<file path="config.mk">
export PLATFORM = sky130hd
export DESIGN_NAME = bp_update_ctrl
export DESIGN_NICKNAME = d
export VERILOG_FILES = /design/src/rtl/bp_update_ctrl.sv
export SDC_FILE = /design/constraint.sdc
export NUM_CORES = 1
export LEC_CHECK = 0
export ABC_AREA = 0
export BUFFER_PORTS_ARGS = -buffer_cell sky130_fd_sc_hd__buf_2
export CORE_UTILIZATION = 45
export DETAILED_ROUTE_END_ITERATION = 12
export PLACE_DENSITY_LB_ADDON = 0.05
export SYNTH_ARGS = -nofsm -noshare
export SYNTH_HDL_FRONTEND = slang
export SYNTH_SLANG_ARGS = --single-unit
</file>
<file path="constraint.sdc">
create_clock -name clk -period 5.05 [get_ports clk]
set_input_delay 0.505 -clock clk [delete_from_list [all_inputs] [get_ports clk]]
set_output_delay 0.505 -clock clk [all_outputs]
set_load 0.1 [all_outputs]
</file>
<file path="src/rtl/bp_update_ctrl.sv">
// -----------------------------------------------------------------------------
// bp_update_ctrl
//
// Sequences every write into the branch predictor tables (BTB and 2-bit PHT).
// Resolved branches from execute are queued in a small FIFO. Each queued update
// performs a read-modify-write of its PHT counter over the shared table port.
// Fetch lookups take priority on that port. After reset or a clear request,
// every table entry is swept back to its initial value.
//
// Optional feature: define BP_UPDATE_STATS_EN to add the statistics counters
// stat_update_count and stat_mispredict_count.
//
// Ports:
//   clk, rstn          clock, asynchronous active-low reset
//   clear_req          one-cycle pulse: drop queued updates and re-initialise
//   upd_*              resolved-branch handshake and payload from execute
//   fetch_lookup       fetch owns the table port this cycle
//   busy               table initialisation sweep in progress
//   tbl_re/tbl_rdata   PHT read strobe; the counter returns one cycle later
//   tbl_index          table address for the current strobe
//   tbl_btb_*          BTB write enable and write data
//   tbl_pht_*          PHT write enable and write data
//   stat_*             (BP_UPDATE_STATS_EN only) update and mispredict counts
// -----------------------------------------------------------------------------
module bp_update_ctrl #(
  parameter int ADDR_WIDTH  = 32,
  parameter int INDEX_WIDTH = 6,
  parameter int QUEUE_DEPTH = 4
) (
  input  logic                                  clk,
  input  logic                                  rstn,
  input  logic                                  clear_req,
  input  logic                                  upd_valid,
  output logic                                  upd_ready,
  input  logic [ADDR_WIDTH-1:0]                 upd_pc,
  input  logic                                  upd_taken,
  input  logic [ADDR_WIDTH-1:0]                 upd_target,
  input  logic                                  upd_mispredicted,
  input  logic                                  fetch_lookup,
  output logic                                  busy,
  output logic                                  tbl_re,
  input  logic [1:0]                            tbl_rdata,
  output logic [INDEX_WIDTH-1:0]                tbl_index,
  output logic                                  tbl_btb_we,
  output logic                                  tbl_btb_valid,
  output logic [ADDR_WIDTH-INDEX_WIDTH-3:0]     tbl_btb_tag,
  output logic [ADDR_WIDTH-1:0]                 tbl_btb_target,
`ifdef BP_UPDATE_STATS_EN
  output logic [31:0]                           stat_update_count,
  output logic [31:0]                           stat_mispredict_count,
`endif
  output logic                                  tbl_pht_we,
  output logic [1:0]                            tbl_pht_counter
);

  localparam int PTR_W = $clog2(QUEUE_DEPTH);
  localparam int PCH_W = ADDR_WIDTH - 2;
  localparam int TAG_W = ADDR_WIDTH - INDEX_WIDTH - 2;

  localparam logic [PTR_W-1:0]       PTR_ONE  = 1;
  localparam logic [PTR_W:0]         CNT_ONE  = 1;
  localparam logic [PTR_W:0]         CNT_FULL = (PTR_W+1)'(QUEUE_DEPTH);
  localparam logic [INDEX_WIDTH-1:0] IDX_ONE  = 1;

  typedef enum logic [2:0] {
    S_INIT,
    S_IDLE,
    S_READ,
    S_WAIT,
    S_WRITE
  } state_e;

  state_e                 state_q, state_d;
  logic [INDEX_WIDTH-1:0] sweep_q, sweep_d;
  logic [1:0]             rdata_q, rdata_d;

  // FIFO keeps pc[ADDR_WIDTH-1:2]; the byte offset never reaches the tables.
  logic [PCH_W-1:0]       fifo_pc_q  [QUEUE_DEPTH];
  logic [ADDR_WIDTH-1:0]  fifo_tgt_q [QUEUE_DEPTH];
  logic [QUEUE_DEPTH-1:0] fifo_tkn_q;
  logic [PTR_W-1:0]       wr_ptr_q, rd_ptr_q;
  logic [PTR_W:0]         count_q;

  logic                   fifo_full, fifo_empty;
  logic                   push, pop;
  logic                   sweep_last;
  logic [PCH_W-1:0]       head_pc;
  logic [INDEX_WIDTH-1:0] head_index;
  logic [TAG_W-1:0]       head_tag;
  logic [ADDR_WIDTH-1:0]  head_target;
  logic                   head_taken;
  logic [1:0]             ctr_next;

  logic                   unused_pc_lo;
  assign unused_pc_lo = ^upd_pc[1:0];

  assign fifo_full  = (count_q == CNT_FULL);
  assign fifo_empty = (count_q == '0);
  assign upd_ready  = !fifo_full && (state_q != S_INIT);
  assign push       = upd_valid && upd_ready && !clear_req;
  assign sweep_last = &sweep_q;

  assign head_pc     = fifo_pc_q[rd_ptr_q];
  assign head_index  = head_pc[INDEX_WIDTH-1:0];
  assign head_tag    = head_pc[PCH_W-1:INDEX_WIDTH];
  assign head_target = fifo_tgt_q[rd_ptr_q];
  assign head_taken  = fifo_tkn_q[rd_ptr_q];

  // Saturating 2-bit counter update from the value captured in WAIT.
  always_comb begin
    if (head_taken) begin
      ctr_next = (rdata_q == 2'b11) ? 2'b11 : rdata_q + 2'b01;
    end else begin
      ctr_next = (rdata_q == 2'b00) ? 2'b00 : rdata_q - 2'b01;
    end
  end

  // FIFO payload storage; contents are only meaningful below count_q.
  always_ff @(posedge clk) begin
    if (push) begin
      fifo_pc_q[wr_ptr_q]  <= upd_pc[ADDR_WIDTH-1:2];
      fifo_tgt_q[wr_ptr_q] <= upd_target;
      fifo_tkn_q[wr_ptr_q] <= upd_taken;
    end
  end

  always_ff @(posedge clk or negedge rstn) begin
    if (!rstn) begin
      wr_ptr_q <= '0;
      rd_ptr_q <= '0;
      count_q  <= '0;
    end else if (clear_req) begin
      wr_ptr_q <= '0;
      rd_ptr_q <= '0;
      count_q  <= '0;
    end else begin
      if (push) wr_ptr_q <= wr_ptr_q + PTR_ONE;
      if (pop)  rd_ptr_q <= rd_ptr_q + PTR_ONE;
      if (push && !pop) begin
        count_q <= count_q + CNT_ONE;
      end else if (pop && !push) begin
        count_q <= count_q - CNT_ONE;
      end
    end
  end

  always_ff @(posedge clk or negedge rstn) begin
    if (!rstn) begin
      state_q <= S_INIT;
      sweep_q <= '0;
      rdata_q <= '0;
    end else begin
      state_q <= state_d;
      sweep_q <= sweep_d;
      rdata_q <= rdata_d;
    end
  end

  always_comb begin
    state_d         = state_q;
    sweep_d         = sweep_q;
    rdata_d         = rdata_q;
    pop             = 1'b0;
    busy            = 1'b0;
    tbl_re          = 1'b0;
    tbl_index       = '0;
    tbl_btb_we      = 1'b0;
    tbl_btb_valid   = 1'b0;
    tbl_btb_tag     = '0;
    tbl_btb_target  = '0;
    tbl_pht_we      = 1'b0;
    tbl_pht_counter = '0;

    case (state_q)
      S_INIT: begin
        // Busy drops while the last entry is written so fetch may look up
        // from the very next cycle.
        busy            = !sweep_last;
        tbl_btb_we      = 1'b1;
        tbl_pht_we      = 1'b1;
        tbl_pht_counter = 2'b01;
        tbl_index       = sweep_q;
        sweep_d         = sweep_q + IDX_ONE;
        if (sweep_last) state_d = S_IDLE;
      end
      S_IDLE: begin
        if (!fifo_empty) state_d = S_READ;
      end
      S_READ: begin
        if (!fetch_lookup) begin
          tbl_re    = 1'b1;
          tbl_index = head_index;
          state_d   = S_WAIT;
        end
      end
      S_WAIT: begin
        rdata_d = tbl_rdata;
        state_d = S_WRITE;
      end
      S_WRITE: begin
        if (!fetch_lookup) begin
          tbl_pht_we      = 1'b1;
          tbl_pht_counter = ctr_next;
          tbl_index       = head_index;
          tbl_btb_we      = head_taken;
          if (head_taken) begin
            tbl_btb_valid  = 1'b1;
            tbl_btb_tag    = head_tag;
            tbl_btb_target = head_target;
          end
          pop     = 1'b1;
          state_d = S_IDLE;
        end
      end
      default: state_d = S_INIT;
    endcase

    if (clear_req) begin
      state_d = S_INIT;
      sweep_d = '0;
    end

    // Outputs are gated by reset itself so an assertion mid-operation
    // suppresses the strobe in the same cycle, not at the next edge.
    if (!rstn) begin
      pop             = 1'b0;
      busy            = 1'b1;
      tbl_re          = 1'b0;
      tbl_index       = '0;
      tbl_btb_we      = 1'b0;
      tbl_btb_valid   = 1'b0;
      tbl_btb_tag     = '0;
      tbl_btb_target  = '0;
      tbl_pht_we      = 1'b0;
      tbl_pht_counter = '0;
    end
  end

`ifdef BP_UPDATE_STATS_EN
  always_ff @(posedge clk or negedge rstn) begin
    if (!rstn) begin
      stat_update_count     <= '0;
      stat_mispredict_count <= '0;
    end else begin
      if (pop)                     stat_update_count     <= stat_update_count + 32'd1;
      if (push && upd_mispredicted) stat_mispredict_count <= stat_mispredict_count + 32'd1;
    end
  end
`else
  logic unused_mispredicted;
  assign unused_mispredicted = upd_mispredicted;
`endif

endmodule

</file>
==> metrics.yaml <==
num_rows: 55
internal_power_mw: 3.68
ctsHoldBuffers: 1
period_minus_slack_ns: 4.10
timing.rr.end: "fifo_pc_q[0][26]$_DFFE_PP_"
yosys.area_share.simple_pct: 6.32
totalWireLength_mm: 20.6
cp_cell_sequence: "dlygate4sd3_1 > buf_2 > nor3b_2 > and2_2 > buf_4 > and3_1 > buf_2"
die_h_um: 156
synth-xor-area-share_pct: 0.810
hold_depth: 1
synth_area_leaders: "edfxtp_1 (71%), mux4_2 (13%), dfrtp_1 (4.2%), and3_1 (3.4%), nor2_1 (0.77%)"
routedWlPerCell_um: 20.2
dp_hpwl_mm: 11.3
syn_inst: 537
clkSinkCount: 270
skew_ns: 0.0247
cts.path.max_buffers: 3
power_frac_seq_pct: 53.6
grt_pass1_wl_mm: 32.0
finalHoldViolations: 0
synth_edf_count: 252
synth_top_family_by_area: "multiplexers"
drt_iter0_drc: 295
port_buffers: 139
cts_resized: 0
nNetsFinal: 764
worst_slew_pin_slew_ns: 1.05
synthAdderAreaFrac_pct: 0.775
area_growth_pct: 18.5
h-tree-depth: 1
power_mw: 4.57
fmax_mhz: 244
synthTopCellsByCount: "edfxtp_1 (252), mux4_2 (63), and3_1 (58)"
cpMaxStageDelayCell: "and2_2"
async_flop_share_pct: 6.67
hp-start: "upd_pc[14]"
cp-end-kind: "output pin"
place_area_sq_um: 11700
grt_pass1_vias: 5837
synthMuxAreaShare_pct: 13.9
cp_top_family: "buffers and inverters"
synth.distinct_cells: 37
layout_worst_path_cycle_share_pct: 81.1
syn_area_per_cell_sq_um: 19.8
ys_ff_latch: 270
gp_congestion: 0.758
worstPathMaxFanout: 30
power.leakage_nw: 4.60
swShare_pct: 19.4
cts_buffers: 30
path_clk_slew_ns: 0.06
place_inst: 965
powerDensity_nw_per_um2: 362
synth_top_area_share_pct: 71.0
cp-start-kind: "primary input"
yosysSeqAreaShare_pct: 75.2
setup_viol: 0
ir_worst_vdd_mv: 0.323
fp.coreArea_sq_um: 22900
worstSetupPathType: "in -> out"
required_ns: 4.55
initial_core_util_pct: 46.5
crit_path_start: "rstn"
syn_area_sq_um: 10700
dieArea_sq_um: 24300
maxCapViolCount: 0
hold_path_class: "in -> reg"
pwr-share-comb_pct: 1.9
cpMostUsedCell: "buf_2"
cts_setup_buffers: 0
grt_antenna_before_repair: 2
rsz0062_at_grt: "no"
ff2ff_setup_slack_ns: 2.27
syn-num-nets: 616
min_to: "fifo_pc_q[2][12]$_DFFE_PP_"
dieWidth_um: 156
final_cell_area_sq_um: 12600
power.share.clock_pct: 44.5
arrival_ns: 3.59
viasPerCell: 5.37
ys_warn_count: 0
crit_buf_inv: 4
clk_latency_ns: 0.56
firstDrtPassIters: 4
cts_tree: "yes"
synth_compound_area_share_pct: 1.34
drc_errors: 0
drive_gt1_share_pct: 37.5
grt_remaining_overflow: 0
slew_headroom_pct: 29.7
vias: 5501
p_switching_mw: 0.885
ios: 143
critPathMaxStageDelay_ns: 0.71
worst_r2r_path_depth: 4
grt_max_degree: 64
r2r-start: "state_q[1]$_DFFE_PN0P_"
root_buffer: "clkbuf_16"
yosysMostFrequentCell: "edfxtp_1"
synth_flop_cell: "edfxtp_1"
yosysTopAreaCell: "edfxtp_1"
grt_usage_pct: 17.5
maxSlewViolCount: 0
instances_no_fill: 1024
ant_nets: 0
setup_tns_ns: 0
status: "finished, final reports clean"
==> through the flow <==
step | utilization [%] | worst slack (ns) | hold slack, ns
5_1_grt | 55.1 | 0.748 | 0.144
3_5_place_dp | 51.0 | 1.47 | 0.501
6_report | 55.1 | 0.952 | 0.156
3_3_place_gp | 51.0 | 1.48 | 0.497
4_1_cts | 55.1 | 0.880 | 0.136
2_1_floorplan | - | 0.584 | 0.209
==> sequential cells by signal, summed over array words and instances (netlist names) <==
register,count
rd_ptr_q,2
state_q,3
fifo_pc_q,120
rdata_q,2
fifo_tgt_q,128
wr_ptr_q,2
count_q,3
fifo_tkn_q,4
sweep_q,6
==> cell usage in the layout, fill, tap and decap left out, types with 3 or more instances in the layout <==
cell type	instances
edfxtp_1	252
buf_2	139
mux4_2	63
and3_1	58
clkbuf_16	30
nor2_1	22
dfrtp_1	16
nand2_1	14
clkbuf_1	10
inv_1	8
a21oi_1	8
nor3_1	7
a22oi_1	7
buf_4	7
mux2_2	5
ha_1	5
clkinv_1	5
clkinv_2	5
and2_4	4
nand3_1	4
xnor2_1	4
xor2_1	4
or3_1	3
o21ai_0	3
==> final cells by class <==
cell class	instances	area (sq um)
fillers	1858	10300
multi-input cells	228	2480
diodes	2	5.00
inverters	8	30.0
flip-flops and latches	270	8030
clock buffers	41	802
repair buffers	147	758
well taps	313	392
clock inverters	15	135
==> worst max path at each step <==
stage / end / slack (ns) / depth (start not counted)
2_1_floorplan: fifo_pc_q[0][0]$_DFFE_PP_ / 0.58 / 4
3_3_place_gp: tbl_btb_tag[0] / 1.48 / 6
3_5_place_dp: tbl_btb_target[26] / 1.47 / 6
4_1_cts: tbl_btb_target[26] / 0.88 / 7
5_1_grt: tbl_btb_tag[1] / 0.75 / 7
6_report: tbl_btb_target[26] / 0.95 / 7
==> power groups by stage <==
stage,Clock (mW),Sequential [mW],Combinational [mW]
2_1_floorplan,0,2.50,0.0314
3_3_place_gp,0,2.50,0.0785
3_5_place_dp,0,2.50,0.0846
4_1_cts,2.08,2.45,0.0855
5_1_grt,2.16,2.45,0.0935
6_report,2.03,2.45,0.0849
==> per-layer routing <==
| metal | wire length [um] | up-vias | share of wire (%) | global-route usage (%) |
|---|---|---|---|---|
| met3 | 1120 | 36 | 5.4 | 4.03 |
| met4 | 475 | 0 | 2.3 | 4.72 |
| met5 | 0 | - | 0 | 0 |
| met2 | 10400 | 142 | 50 | 29.8 |
| li1 | - | 2473 | - | - |
| met1 | 8660 | 2850 | 42 | 22.4 |
==> worst register-to-register path, cell delays in order (launching register included) <==
cell and delay (ns):
dfrtp_1 0.59, nor3_2 0.08, a21oi_1 0.21, nor3b_1 0.53, and2_4 0.94
==> cell families after synthesis <==
group	after synthesis
flip-flops	270
AND/OR/NAND/NOR	122
multiplexers	69
buffers and inverters	39
AO/OA/AOI/OAI	22
XOR/XNOR	9
adder cells (fa/ha/maj)	6
Note: power is estimated with default switching activity, not from simulation.
